### src/rtl/div_serial_pkg.sv
// Shared limits and modular-reduction helpers for the serial
// divisibility checker.
package div_serial_pkg;

  localparam int N_MIN = 2;
  localparam int N_MAX = 255;
  localparam int W_MIN = 1;
  localparam int W_MAX = 8;
  localparam int VW    = 9;

  function automatic int rem_width(input int n);
    return ($clog2(n) < 1) ? 1 : $clog2(n);
  endfunction

  // (2*r + b) mod n, valid while r < n
  function automatic logic [VW-1:0] red_step(
    input logic [VW-1:0] r,
    input logic          b,
    input logic [VW-1:0] n
  );
    logic [VW-1:0] v;
    v = VW'({r, b});
    return (v >= n) ? v - n : v;
  endfunction

  function automatic logic [VW-1:0] add_mod(
    input logic [VW-1:0] a,
    input logic [VW-1:0] b,
    input logic [VW-1:0] n
  );
    logic [VW-1:0] v;
    v = a + b;
    return (v >= n) ? v - n : v;
  endfunction

endpackage

### src/rtl/div_digit_reduce.sv
// Folds one W-bit digit into the running remainder (and weight
// in LSB-first mode) without a divider.
module div_digit_reduce
  import div_serial_pkg::*;
#(
  parameter int N         = 3,
  parameter int W         = 1,
  parameter int LSB_FIRST = 0,
  localparam int RW       = rem_width(N)
) (
  input  logic [RW-1:0] base_rem,
  input  logic [RW-1:0] base_wt,
  input  logic [W-1:0]  digit,
  output logic [RW-1:0] rem_nxt,
  output logic [RW-1:0] wt_nxt
);

  localparam logic [VW-1:0] NV = VW'(N);

  if (LSB_FIRST == 0) begin : g_msb
    always_comb begin
      logic [VW-1:0] r;
      r = VW'(base_rem);
      for (int i = W - 1; i >= 0; i--) begin
        r = red_step(r, digit[i], NV);
      end
      rem_nxt = RW'(r);
    end
    assign wt_nxt = base_wt;
  end else begin : g_lsb
    // digit*wt by shift-and-add, every partial kept below N
    always_comb begin
      logic [VW-1:0] p;
      logic [VW-1:0] w;
      logic [VW-1:0] s;
      p = '0;
      w = VW'(base_wt);
      for (int i = W - 1; i >= 0; i--) begin
        p = red_step(p, 1'b0, NV);
        if (digit[i]) p = add_mod(p, w, NV);
      end
      s = add_mod(VW'(base_rem), p, NV);
      rem_nxt = RW'(s);
      for (int i = 0; i < W; i++) begin
        w = red_step(w, 1'b0, NV);
      end
      wt_nxt = RW'(w);
    end
  end

endmodule

### src/rtl/div_by_n_serial.sv
// Streams a dividend one digit per beat and reports, per frame,
// the value mod N, a divisibility flag and the beat count.
module div_by_n_serial
  import div_serial_pkg::*;
#(
  parameter int N         = 3,
  parameter int W         = 1,
  parameter int LSB_FIRST = 0,
  parameter int CNT_W     = 16,
  localparam int RW       = rem_width(N)
) (
  input  logic             clk,
  input  logic             reset_n,
  input  logic             in_valid,
  output logic             in_ready,
  input  logic [W-1:0]     in_data,
  input  logic             in_first,
  input  logic             in_last,
  output logic             out_valid,
  input  logic             out_ready,
  output logic [RW-1:0]    out_rem,
  output logic             out_div,
  output logic [CNT_W-1:0] out_beats,
  output logic             div_o
);

  if (N < N_MIN || N > N_MAX) begin : g_bad_n
    $error("div_by_n_serial: N out of range");
  end
  if (W < W_MIN || W > W_MAX) begin : g_bad_w
    $error("div_by_n_serial: W out of range");
  end

  logic [RW-1:0]    rem_q, rem_d, wt_q, wt_d;
  logic [RW-1:0]    base_rem, base_wt;
  logic [RW-1:0]    rem_nxt, wt_nxt;
  logic [CNT_W-1:0] cnt_q, cnt_d, base_cnt, cnt_nxt;
  logic             start_q, start_d;
  logic             divo_q, divo_d;
  logic             ov_q, ov_d;
  logic [RW-1:0]    orem_q, orem_d;
  logic             odiv_q, odiv_d;
  logic [CNT_W-1:0] obeats_q, obeats_d;
  logic             accept, fresh;

  assign in_ready = !ov_q || out_ready;
  assign accept   = in_valid && in_ready;
  assign fresh    = in_first || start_q;

  div_digit_reduce #(
    .N         (N),
    .W         (W),
    .LSB_FIRST (LSB_FIRST)
  ) u_reduce (
    .base_rem (base_rem),
    .base_wt  (base_wt),
    .digit    (in_data),
    .rem_nxt  (rem_nxt),
    .wt_nxt   (wt_nxt)
  );

  always_comb begin
    base_rem = fresh ? '0 : rem_q;
    base_wt  = fresh ? RW'(1) : wt_q;
    base_cnt = fresh ? '0 : cnt_q;
    cnt_nxt  = (&base_cnt) ? base_cnt : base_cnt + CNT_W'(1);
    rem_d    = rem_q;
    wt_d     = wt_q;
    cnt_d    = cnt_q;
    start_d  = start_q;
    divo_d   = divo_q;
    ov_d     = ov_q;
    orem_d   = orem_q;
    odiv_d   = odiv_q;
    obeats_d = obeats_q;
    if (accept) begin
      rem_d   = rem_nxt;
      wt_d    = wt_nxt;
      cnt_d   = cnt_nxt;
      start_d = in_last;
      divo_d  = (rem_nxt == '0);
    end
    if (ov_q && out_ready) ov_d = 1'b0;
    // a last beat refills the slot in the same cycle it drains
    if (accept && in_last) begin
      ov_d     = 1'b1;
      orem_d   = rem_nxt;
      odiv_d   = (rem_nxt == '0);
      obeats_d = cnt_nxt;
    end
  end

  always_ff @(posedge clk or negedge reset_n) begin
    if (!reset_n) begin
      rem_q    <= '0;
      wt_q     <= RW'(1);
      cnt_q    <= '0;
      start_q  <= 1'b1;
      divo_q   <= 1'b1;
      ov_q     <= 1'b0;
      orem_q   <= '0;
      odiv_q   <= 1'b0;
      obeats_q <= '0;
    end else begin
      rem_q    <= rem_d;
      wt_q     <= wt_d;
      cnt_q    <= cnt_d;
      start_q  <= start_d;
      divo_q   <= divo_d;
      ov_q     <= ov_d;
      orem_q   <= orem_d;
      odiv_q   <= odiv_d;
      obeats_q <= obeats_d;
    end
  end

  assign out_valid = ov_q;
  assign out_rem   = orem_q;
  assign out_div   = odiv_q;
  assign out_beats = obeats_q;
  assign div_o     = divo_q;

endmodule

### config.mk
export PLATFORM = sky130hd
export DESIGN_NAME = div_by_n_serial
export DESIGN_NICKNAME = d
export VERILOG_FILES = /design/src/rtl/div_serial_pkg.sv /design/src/rtl/div_digit_reduce.sv /design/src/rtl/div_by_n_serial.sv
export SDC_FILE = /design/constraint.sdc
export NUM_CORES = 1
export LEC_CHECK = 0
export ABC_AREA = 1
export ABC_CLOCK_PERIOD_IN_PS = 6300
export BUFFER_PORTS_ARGS = -buffer_cell sky130_fd_sc_hd__buf_2
export CAP_MARGIN = 20
export CORE_MARGIN = 4
export CORE_UTILIZATION = 52
export DETAILED_ROUTE_END_ITERATION = 6
export PLACE_DENSITY = 0.78
export SLEW_MARGIN = 40
export SYNTH_ARGS = -nofsm -noshare
export SYNTH_HDL_FRONTEND = slang
export SYNTH_SLANG_ARGS = --single-unit
### constraint.sdc
create_clock -name clk -period 6.3 [get_ports clk]
set_clock_uncertainty 0.1 [all_clocks]
set_input_delay 0.63 -clock clk [delete_from_list [all_inputs] [get_ports clk]]
set_output_delay 0.63 -clock clk [all_outputs]
set_load 0.1 [all_outputs]
Word-level counts from Yosys, hierarchy flattened
Cells that the tools add are included.

cells by class
  reduce and logical (&&, ||, !) cells = 9
  order comparisons = 1
  add/subtract/negate cells = 2
  mux-type cells = 6

operators with widths
  kind                                                               number
  two-way mux 16 bit                                                 2
  adder 16 x 1 -> 16 bit, second input constant                      1
  AND reduction 16 bit                                               1
  two-way mux 2 bit                                                  2
  greater-or-equal comparator 3 x 2 -> 1 bit, second input constant  1
  logical AND 1 bit                                                  3
  zero test 2 bit                                                    1
  logical OR 1 bit                                                   2
  two-way mux 1 bit                                                  2
  nonzero test 2 bit                                                 1
  subtractor 2 bit, second input constant                            1
  zero test 1 bit                                                    1

storage, ports and cells
  input port bits = 7
  word-level logic and storage cells = 26
  output and inout bits = 22
  bits in registers = 40

Logic depth before layout (Yosys ltp)
Gate-level depths: netlist of the first run.

  depth in word-level cells = 5
  gate-level depth with buffers = 14
  gate-level depth less buffers = 13

Cells and area by module
From an unflattened synthesis of the first run, not the netlist that was laid out.

unflattened totals
  cell total of the unflattened synthesis = 321
  area, all modules = 2334.7 µm²

by module, submodules not included
  module            instances  area an instance (µm²)  seq. area each (µm²)  cells each
  div_by_n_serial   1          2259.7                  1054.8                307
  div_digit_reduce  1          75.1                    0.0                   14

Worst setup path after synthesis of the first run
Ideal clock, no wire load.

  kind = reg-to-reg
  start point = register ov_q (netlist: out_valid)
  end point = register cnt_q[0]
  setup slack = 3.464 ns
  arrival = 2.670 ns
  data required time = 6.134 ns
  setup time = 0.066 ns
  stages on the path, launching flop included = 7
  buffers on the path = 2
  period minus slack after synthesis = 2.836 ns
  cells stage by stage = dfrtp_1 nand2_1 nand2_1 clkbuf_1 clkbuf_1 nand2_1 nand2_1

on the way
  cells in the longest elaborated chain, start to end = 3

ends and longest elaborated chain
  what                    RTL line                text
  start, declared         div_by_n_serial.sv:40   logic ov_q, ov_d;
  start signal, assigned  div_by_n_serial.sv:110  ov_q <= ov_d;
  zero test 1 bit         div_by_n_serial.sv:46   assign in_ready = !ov_q || out_ready;
  logical OR 1 bit        div_by_n_serial.sv:46
  named net in_ready      div_by_n_serial.sv:15   output logic in_ready,
  logical AND 1 bit       div_by_n_serial.sv:47   assign accept = in_valid && in_ready;
  end signal, assigned    div_by_n_serial.sv:107  cnt_q <= cnt_d;
  end, declared           div_by_n_serial.sv:37   logic [CNT_W-1:0] cnt_q, cnt_d, base_cnt, cnt_nxt;

The timed path passes the listed nets, and every way through them passes these cells.
A chain may end at the register's enable or synchronous reset.

Worst setup path after layout of the first run
  start point = input port out_ready
  end point = register obeats_q[7] (netlist: out_beats[7])

on the way
  cells in the longest elaborated chain, start to end = 3

ends and longest elaborated chain
  what                  RTL line                text
  start, declared       div_by_n_serial.sv:20   input logic out_ready,
  logical OR 1 bit      div_by_n_serial.sv:46
  logical AND 1 bit     div_by_n_serial.sv:47
  logical AND 1 bit     div_by_n_serial.sv:85   if (accept && in_last) begin
  end signal, assigned  div_by_n_serial.sv:113  obeats_q <= obeats_d;
  end, declared         div_by_n_serial.sv:43   logic [CNT_W-1:0] obeats_q, obeats_d;

No other way between the ends.

==> flow_metrics.py, run 1 <==
metrics = {
    "outcome": {
        "outcome": "complete, no violations",
    },
    "sta": {
        "finalCriticalPeriod_ps": 3120,
        "finalHoldViolations": 0,
        "hold_ws_ps": 204,
        "max-slew-margin-rel_pct": 55.3,
        "max_freq_mhz": 321,
        "fin_setup_tns_ps": 0,
        "worstMarginPinSlew_ps": 670,
        "finalCritPeriodShare_pct": 49.5,
        "rsz0062_at_grt": "false",
        "setup_viol": 0,
        "slew_violations": 0,
    },
    "synth": {
        "synth_cells": 321,
        "yosysSeqAreaShare_pct": 44.1,
        "syn-cell-area_um2": 2280,
        "yosysWarnings": 0,
        "synth_top_area_share_pct": 41.8,
        "synth_nets": 330,
        "ys_types": 25,
        "synth_seq_cells": 40,
        "synth.area.top_cells": "dfrtp_1 (42%), nand2_1 (25%), nand3_1 (5.9%), inv_1 (5.3%), nor2_1 (3.8%)",
        "synth_top_cell_by_area": "dfrtp_1",
        "postSynthAreaPerCell_um2": 7.09,
    },
    "cts": {
        "cts_root_buffer": "clkbuf_8",
        "clock-sinks": 40,
        "cts_tree": "yes",
        "htreeDepth": 2,
        "clockBufferDepth": 2,
        "clk_latency_ps": 290,
        "cts_buffers": 5,
        "ctsHoldBuffers": 0,
        "post_cts_buffers": 0,
        "clkTransAtPathRegs_ps": 80,
        "ctsResizeCount": 0,
    },
    "critical_path": {
        "arrival_ps": 3250,
        "crit_path_end_kind": "flip-flop",
        "cp_data_required_time_ps": 6430,
        "worstSetupPathType": "input port to flip-flop",
        "crit_path_max_fanout": 24,
        "reg2reg_depth": 7,
        "setup.worst_path.start_class": "input port",
    },
    "floorplanning": {
        "core_um2": 4120,
        "die_w_um": 74.2,
        "die_h_um": 74.2,
        "top_level_ports": 29,
        "start_util_pct": 55.3,
        "die_area_um2": 5500,
        "row_count": 23,
    },
    "placed_design": {
        "gp_congestion": 0.877,
        "dp_cells": 389,
        "io_buffers": 28,
        "postPlaceCellArea_um2": 2420,
        "hpwl_um": 3570,
    },
    "routing": {
        "drc": 0,
        "vias": 2057,
        "via_per_inst": 5.18,
        "dr.pass1.iters": 4,
        "first_iter_violations": 147,
        "ant_nets": 0,
        "wirelength_um": 5140,
        "routedWlPerCell_um": 12.9,
    },
    "cells_and_area": {
        "layout_common_cells": "nand2_1 (150), dfrtp_1 (38), inv_1 (32)",
        "final_common_cell": "nand2_1",
        "syn_to_final_growth_pct": 11.9,
        "fin_cells": 397,
        "nets": 355,
        "stdcell_area_um2": 2550,
        "nFillCells": 369,
        "drive_gt1_share_pct": 15.6,
        "diodes": 0,
    },
    "global_route": {
        "grt_use_total_pct": 21.1,
        "grt_max_degree": 41,
        "grt.overflow.total": 0,
        "grt_pass1_vias": 2012,
        "grt_pass1_wl_um": 8970,
        "grt_antenna_before_repair": 0,
    },
    "pwr": {
        "power.leakage_nw": 1.47,
        "peakVddDrop_uv": 207,
        "power_density_nw_per_um2": 260,
    },
    "run": {
        "cap_violations": 0,
    },
    "worst_hold_path": {
        "min-delay-path-class": "input port to async pin",
    },
}
## where the power goes
group	internal [W]	switching, W
sequential	0.000275	0.0000112
combinational	0.0000228	0.000125
clock	0.000140	0.0000891
## metal layers
metal	share of wire (%)	track usage, %	up-vias
met3	4.5	3.78	7
met4	1.5	7.65	0
li1	-	-	1043
met1	48	27.9	955
met2	46	34.6	52
met5	0	0	-
## critical path, stage by stage
cell and delay, ps:
buf_2 80, inv_1 30, nand2_1 70, nand2_1 400
inv_1 690, nand2_2 470, inv_1 590, o21ai_0 200
nand2_1 90
## state kept, by name, summed over array words and instances, names as in the netlist
register / count
cnt_q: 16
div_o: 1
out_beats: 16
out_div: 1
out_rem: 2
out_valid: 1
rem_q: 2
start_q: 1
## path summary, 6_finish.rpt
path | from | to | slack (ps)
hold reg to reg | out_beats[12]$_DFFE_PN0P_ | out_beats[12]$_DFFE_PN0P_ | 370
min in group clk | out_beats[12]$_DFFE_PN0P_ | out_beats[12]$_DFFE_PN0P_ | 370
setup / recovery | out_ready | out_beats[7]$_DFFE_PN0P_ | 3180
max in group asynchronous | reset_n | div_o$_DFFE_PN1N_ | 5530
hold / removal | reset_n | cnt_q[10]$_DFFE_PN0N_ | 200
setup reg to reg | out_valid$_DFFE_PN0P_ | out_beats[7]$_DFFE_PN0P_ | 3230
## metrics by stage
step / power (W) / worst slack (ps) / util [%]
5_1_grt: 0.000692 / 2930 / 61.9
6_report: 0.000663 / 3180 / 61.9
4_1_cts: 0.000669 / 2880 / 61.8
3_5_place_dp: 0.000439 / 2560 / 58.8
2_1_floorplan: 0.000412 / 3460 / -
3_3_place_gp: 0.000437 / 2740 / 58.7
## synth_stat cells (all sizes together)
master,count
a21oi,2
buf,6
clkbuf,4
dfrtp,38
dfstp,2
ha,2
inv,32
nand2,152
nand3,31
nand3b,1
nand4,6
nor2,28
o21ai,12
o21bai,1
or2,1
xnor2,1
xor2,2
## kinds of logic (layout without fill, tap and decap cells)
logic type	count (synthesis)	count (layout)	synth area share, %
simple gates	219	219	42.0
flops	40	40	44.1
xor+xnor	3	3	1.15
compound gates	15	15	3.57
buf+inv	42	68	8.08
fa+ha+maj	2	2	1.10
## layout make-up
class,instances,area [um^2],share of cell area [%]
multi-input combinational,239,1090,42.9
sequential,40,1000,39.4
timing repair buffer,28,143,5.60
inverter,32,120,4.72
clock buffer,7,96.3,3.78
tap,50,62.6,2.46
clock inverter,1,30.0,1.18
No activity file was read; power rests on OpenSTA's default activity.
==> run 2: changes to the inputs <==
ABC_AREA = 0   (was 1)
ABC_CLOCK_PERIOD_IN_PS = 3100   (was 6300)
clock period = 3.1 ns   (was 6.3 ns; I/O delays follow)
==> flow_metrics.py, run 2 <==
metrics = {
    "outcome": {
        "outcome": "complete, no violations",
    },
    "cells_and_area": {
        "nets": 291,
        "seqCellArea_um2": 1000,
        "layout_common_cells": "nand2_1 (46), dfrtp_1 (38), buf_2 (27)",
        "final_common_cell": "nand2_1",
        "syn_to_final_growth_pct": 12.1,
        "fin_util_pct": 62.0,
        "stdcell_area_um2": 2570,
        "multiInputGateArea_um2": 1200,
        "diodes": 0,
        "nFillCells": 359,
        "drive_gt1_share_pct": 20.8,
    },
    "cts": {
        "htreeDepth": 2,
        "ctsResizeCount": 0,
        "clkTransAtPathRegs_ps": 80,
        "clockBufferDepth": 2,
        "clk_latency_ps": 300,
        "cts_tree": "yes",
        "cts_buffers": 5,
        "clock-sinks": 40,
        "cts_root_buffer": "clkbuf_8",
    },
    "synth": {
        "muxShareOfSynthArea_pct": 1.96,
        "synth_compound_gate_area_share_pct": 21.1,
        "postSynthAreaPerCell_um2": 8.93,
        "synthSimpleGateAreaFrac_pct": 25.1,
        "synth_seq_cells": 40,
        "ys_async_sr_fraction_pct": 100,
        "synth.area.top_cells": "dfrtp_1 (41%), nand2_1 (7.5%), o21ai_0 (5.0%), a21oi_1 (4.6%), dfstp_2 (2.3%)",
        "synth_cells": 257,
        "yosysMostFrequentCell": "nand2_1",
        "ys_types": 56,
        "synth_top_area_share_pct": 41.4,
        "yosysWarnings": 0,
        "synth-xor-area-share_pct": 3.05,
        "yosysSeqAreaShare_pct": 43.7,
        "synth_top_family_by_area": "simple AND/OR/NAND/NOR gates",
        "synth_edf_count": 0,
        "synth_commonest_cells": "nand2_1 (46), dfrtp_1 (38), o21ai_0 (23)",
        "synthFlopType": "dfrtp_1",
        "synth_top_cell_by_area": "dfrtp_1",
        "syn-cell-area_um2": 2290,
        "synthAdderAreaFrac_pct": 1.09,
        "synth_nets": 266,
    },
    "critical_path": {
        "setup.worst_path.start_class": "flip-flop",
        "worstSetupPathType": "flip-flop to flip-flop",
        "worstPathCellList": "or3b_1 > inv_1 > ha_1 > nand2_1 > or4_4 > o21ai_4 > nor2_1 > a221o_1",
        "reg2reg_depth": 8,
        "ff2ff_setup_slack_ps": 290,
        "cp_data_required_time_ps": 3180,
        "max_stage_delay_ps": 610,
        "crit_path_end_kind": "flip-flop",
        "crit_path_max_fanout": 7,
        "rr_startpoint": "start_q$_DFFE_PN1N_",
        "r2r_end": "out_beats[5]$_DFFE_PN0P_",
        "crit_slowest_cell": "or4_4",
        "arrival_ps": 2890,
    },
    "global_route": {
        "grt_pass1_wl_um": 9030,
        "grt.overflow.total": 0,
        "grt_use_total_pct": 21.4,
        "grt_max_degree": 41,
        "grt_antenna_before_repair": 0,
        "grt_pass1_vias": 1890,
    },
    "placed_design": {
        "io_buffers": 28,
        "preCtsSetupSlack_ps": 290,
        "postPlaceCellArea_um2": 2470,
        "hpwl_um": 3780,
        "gp_congestion": 0.937,
    },
    "sta": {
        "rsz0062_at_grt": "false",
        "slew_violations": 0,
        "worst_slack_ps": 290,
        "setup_viol": 0,
        "finalCriticalPeriod_ps": 2810,
        "worstMarginPinSlew_ps": 584,
        "hold_ws_ps": 265,
        "finalCritPeriodShare_pct": 90.6,
        "fin_setup_tns_ps": 0,
        "max_freq_mhz": 356,
        "finalHoldViolations": 0,
        "max-slew-margin-rel_pct": 60.9,
    },
    "pwr": {
        "power_density_nw_per_um2": 497,
        "pwr-share-seq_pct": 45.5,
        "p_sw_w": 0.000472,
        "power.leakage_nw": 1.13,
        "p_comb_share_pct": 26.4,
        "peakVddDrop_uv": 500,
        "sw_frac_of_total_pct": 37.0,
        "internal_power_w": 0.000805,
        "p_clk_share_pct": 28.1,
    },
    "routing": {
        "drc": 0,
        "vias": 2028,
        "ant_nets": 0,
        "via_per_inst": 6.09,
        "dr_wl_met3_um": 493,
        "routedWlPerCell_um": 15.9,
        "wl_met1_um": 2290,
        "first_iter_violations": 239,
        "dr.pass1.iters": 5,
        "wl_met2_um": 2430,
        "wirelength_um": 5300,
        "top_layer": "met4",
    },
    "worst_hold_path": {
        "min-delay-path-class": "input port to flip-flop",
        "hold-path-endpoint": "out_valid$_DFFE_PN0P_",
        "hp-start": "out_ready",
        "whs_path_depth": 3,
    },
    "floorplanning": {
        "top_level_ports": 29,
        "start_util_pct": 55.4,
        "die_w_um": 74.4,
        "row_count": 23,
        "die_h_um": 74.4,
        "die_area_um2": 5540,
        "core_um2": 4140,
    },
    "run": {
        "cap_violations": 0,
    },
}
run 2: through the flow:
step	instances	total power, W
after detailed placement	324	0.000930
final	333	0.00128
after floorplan	257	0.000857
after global placement	324	0.000923
after CTS	333	0.00129
after global routing	333	0.00134
run 2: final cells by class:
cell class                      instances  area share, %
Multi-Input combinational cell        195           46.7
Sequential cell                        40           39.0
Timing Repair Buffer                   34           7.40
Clock buffer                            6           3.21
Tap cell                               50           2.43
Inverter                                6          0.876
Clock inverter                          2          0.389
run 2: worst max-delay path by stage:
| stage | start | endpoint | slack [ps] |
|---|---|---|---|
| after floorplan | out_valid$_DFFE_PN0P_ | out_beats[3]$_DFFE_PN0P_ | 30 |
| after global placement | in_first | out_beats[5]$_DFFE_PN0P_ | 330 |
| after detailed placement | in_first | out_beats[5]$_DFFE_PN0P_ | 290 |
| after CTS | start_q$_DFFE_PN1N_ | out_beats[5]$_DFFE_PN0P_ | 310 |
| after global routing | start_q$_DFFE_PN1N_ | cnt_q[9]$_DFFE_PN0N_ | 90 |
| final | start_q$_DFFE_PN1N_ | out_beats[5]$_DFFE_PN0P_ | 290 |
run 2: metal layers:
layer	up-vias	GRT usage (%)
li1	984	-
met4	0	7.11
met5	-	0
met2	101	33.4
met3	8	6.62
met1	935	28.2
run 2: worst max-delay path: cells and delay by family, from the launching register on:
kind | cells | cell delay (ps)
AND/OR/NAND/NOR | 4 | 1350
AO/OA/AOI/OAI | 2 | 530
flip-flops | 1 | 400
adder cells (fa/ha/maj) | 1 | 210
buffers and inverters | 1 | 100
run 2: cells by family (layout without fill, tap and decap cells):
family          after synthesis  count (layout)
mux                           4               4
flops                        40              40
xor+xnor                      8               8
buf+inv                      22              48
fa+ha+maj                     2               2
simple gates                107             107
compound gates               74              74
run 2: power groups by stage:
stage	sequential [W]	clock, W	combinational (W)
after CTS	0.000581	0.000366	0.000340
after global routing	0.000587	0.000391	0.000360
final	0.000582	0.000358	0.000338
after floorplan	0.000750	0	0.000107
after global placement	0.000590	0	0.000333
after detailed placement	0.000591	0	0.000338
run 2: what timing repair did:
| item | in CTS | in global routing |
|---|---|---|
| hold buffers | 1 | 0 |
| setup buffers | 0 | 0 |
| endpoints found under the setup margin | 0 | 0 |
| endpoints found under the hold margin | 38 | 0 |
==> run 3: changes to the inputs <==
PLACE_DENSITY = 0.75   (was 0.78)
TNS_END_PERCENT = 5   (was not set)
==> flow_metrics.py, run 3 (synthesis results as in run 2) <==
metrics = {
    "floorplanning": {
        "die_w_um": 74.4,
        "die_area_um2": 5540,
        "die_h_um": 74.4,
        "start_util_pct": 55.4,
        "top_level_ports": 29,
        "row_count": 23,
        "core_um2": 4140,
    },
    "cts": {
        "cts_tree": "yes",
        "clockBufferDepth": 2,
        "cts_root_buffer": "clkbuf_8",
        "ctsHoldBuffers": 1,
        "htreeDepth": 2,
        "post_cts_buffers": 0,
        "cts_buffers": 5,
        "clkTransAtPathRegs_ps": 80,
        "ctsResizeCount": 0,
        "clk_latency_ps": 290,
        "clock-sinks": 40,
    },
    "critical_path": {
        "setup.worst_path.start_class": "flip-flop",
        "cp_data_required_time_ps": 3180,
        "crit_path_max_fanout": 7,
        "arrival_ps": 2930,
        "worstSetupPathType": "flip-flop to flip-flop",
        "crit_path_end_kind": "flip-flop",
        "ff2ff_setup_slack_ps": 250,
    },
    "cells_and_area": {
        "drive_gt1_share_pct": 20.4,
        "fin_cells": 334,
        "syn_to_final_growth_pct": 11.9,
        "final_common_cell": "nand2_1",
        "diodes": 0,
        "layout_common_cells": "nand2_1 (46), dfrtp_1 (38), buf_2 (27)",
        "nets": 292,
    },
    "sta": {
        "finalCritPeriodShare_pct": 91.9,
        "max_freq_mhz": 351,
        "worstMarginPinSlew_ps": 601,
        "fin_setup_tns_ps": 0,
        "finalHoldViolations": 0,
        "slew_violations": 0,
        "max-slew-margin-rel_pct": 59.8,
        "setup_viol": 0,
        "rsz0062_at_grt": "false",
        "finalCriticalPeriod_ps": 2850,
    },
    "pwr": {
        "totalPowerFinal_w": 0.00126,
        "peakVddDrop_uv": 336,
        "power_density_nw_per_um2": 491,
        "power.leakage_nw": 1.13,
    },
    "routing": {
        "first_iter_violations": 175,
        "dr.pass1.iters": 4,
        "via_per_inst": 5.99,
        "routedWlPerCell_um": 16.6,
        "ant_nets": 0,
        "vias": 2001,
        "drc": 0,
        "wirelength_um": 5550,
    },
    "outcome": {
        "outcome": "complete, no violations",
    },
    "global_route": {
        "grt_pass1_vias": 1839,
        "grt_antenna_before_repair": 0,
        "grt_max_degree": 41,
        "grt.overflow.total": 0,
        "grt_use_total_pct": 22.2,
        "grt_pass1_wl_um": 9220,
    },
    "placed_design": {
        "dp_cells": 325,
        "gp_congestion": 0.957,
        "io_buffers": 28,
        "hpwl_um": 3970,
    },
    "worst_hold_path": {
        "min-delay-path-class": "input port to flip-flop",
    },
    "run": {
        "cap_violations": 0,
    },
}
==> run 3: worst max-delay path, cell delays in order (launching register included) <==
cell     delay, ps
dfstp_2        400
or3b_1         500
inv_1          100
ha_1           210
nand2_1        190
or4_4          620
o21ai_4        230
nor2_1          70
a221o_1        320
==> run 3: stage by stage <==
step	area [um^2]	utilization [%]	worst slack [ps]	hold slack [ps]
after CTS	2570	62.0	276	268
after detailed placement	2480	59.8	251	223
after floorplan	2290	-	28.2	-85.6
after global routing	2570	62.0	157	311
after global placement	2470	59.7	325	357
final	2570	62.0	250	264
==> run 3: area by class of cell <==
cell class	instances	area, um^2
Inverter	6	22.5
Multi-Input combinational cell	195	1200
Fill cell	386	1580
Tap cell	50	62.6
Timing Repair Buffer	35	198
Clock buffer	7	76.3
Clock inverter	1	5.00
Sequential cell	40	1000
==> run 3: power breakdown <==
group          internal (W)  switching, W
logic             0.0000681      0.000273
registers          0.000560     0.0000226
clock network      0.000158      0.000179
==> run 3: layer usage <==
| metal | part of all wire, % | vias up | track usage (%) |
|---|---|---|---|
| met2 | 44 | 87 | 32.9 |
| li1 | - | 989 | - |
| met4 | 0.96 | 0 | 7.11 |
| met3 | 8.3 | 6 | 5.54 |
| met1 | 47 | 919 | 31.8 |
| met5 | 0 | - | 0 |
==> run 3: path summary, 6_finish.rpt <==
path | end | depth (start not counted) | start
max | out_beats[5]$_DFFE_PN0P_ | 8 | start_q$_DFFE_PN1N_
min | out_valid$_DFFE_PN0P_ | 3 | out_ready
max reg2reg | out_beats[5]$_DFFE_PN0P_ | 8 | start_q$_DFFE_PN1N_
min reg2reg | out_beats[2]$_DFFE_PN0P_ | 2 | out_beats[2]$_DFFE_PN0P_
max in group asynchronous | div_o$_DFFE_PN1N_ | 2 | reset_n
min in group asynchronous | cnt_q[9]$_DFFE_PN0N_ | 2 | reset_n
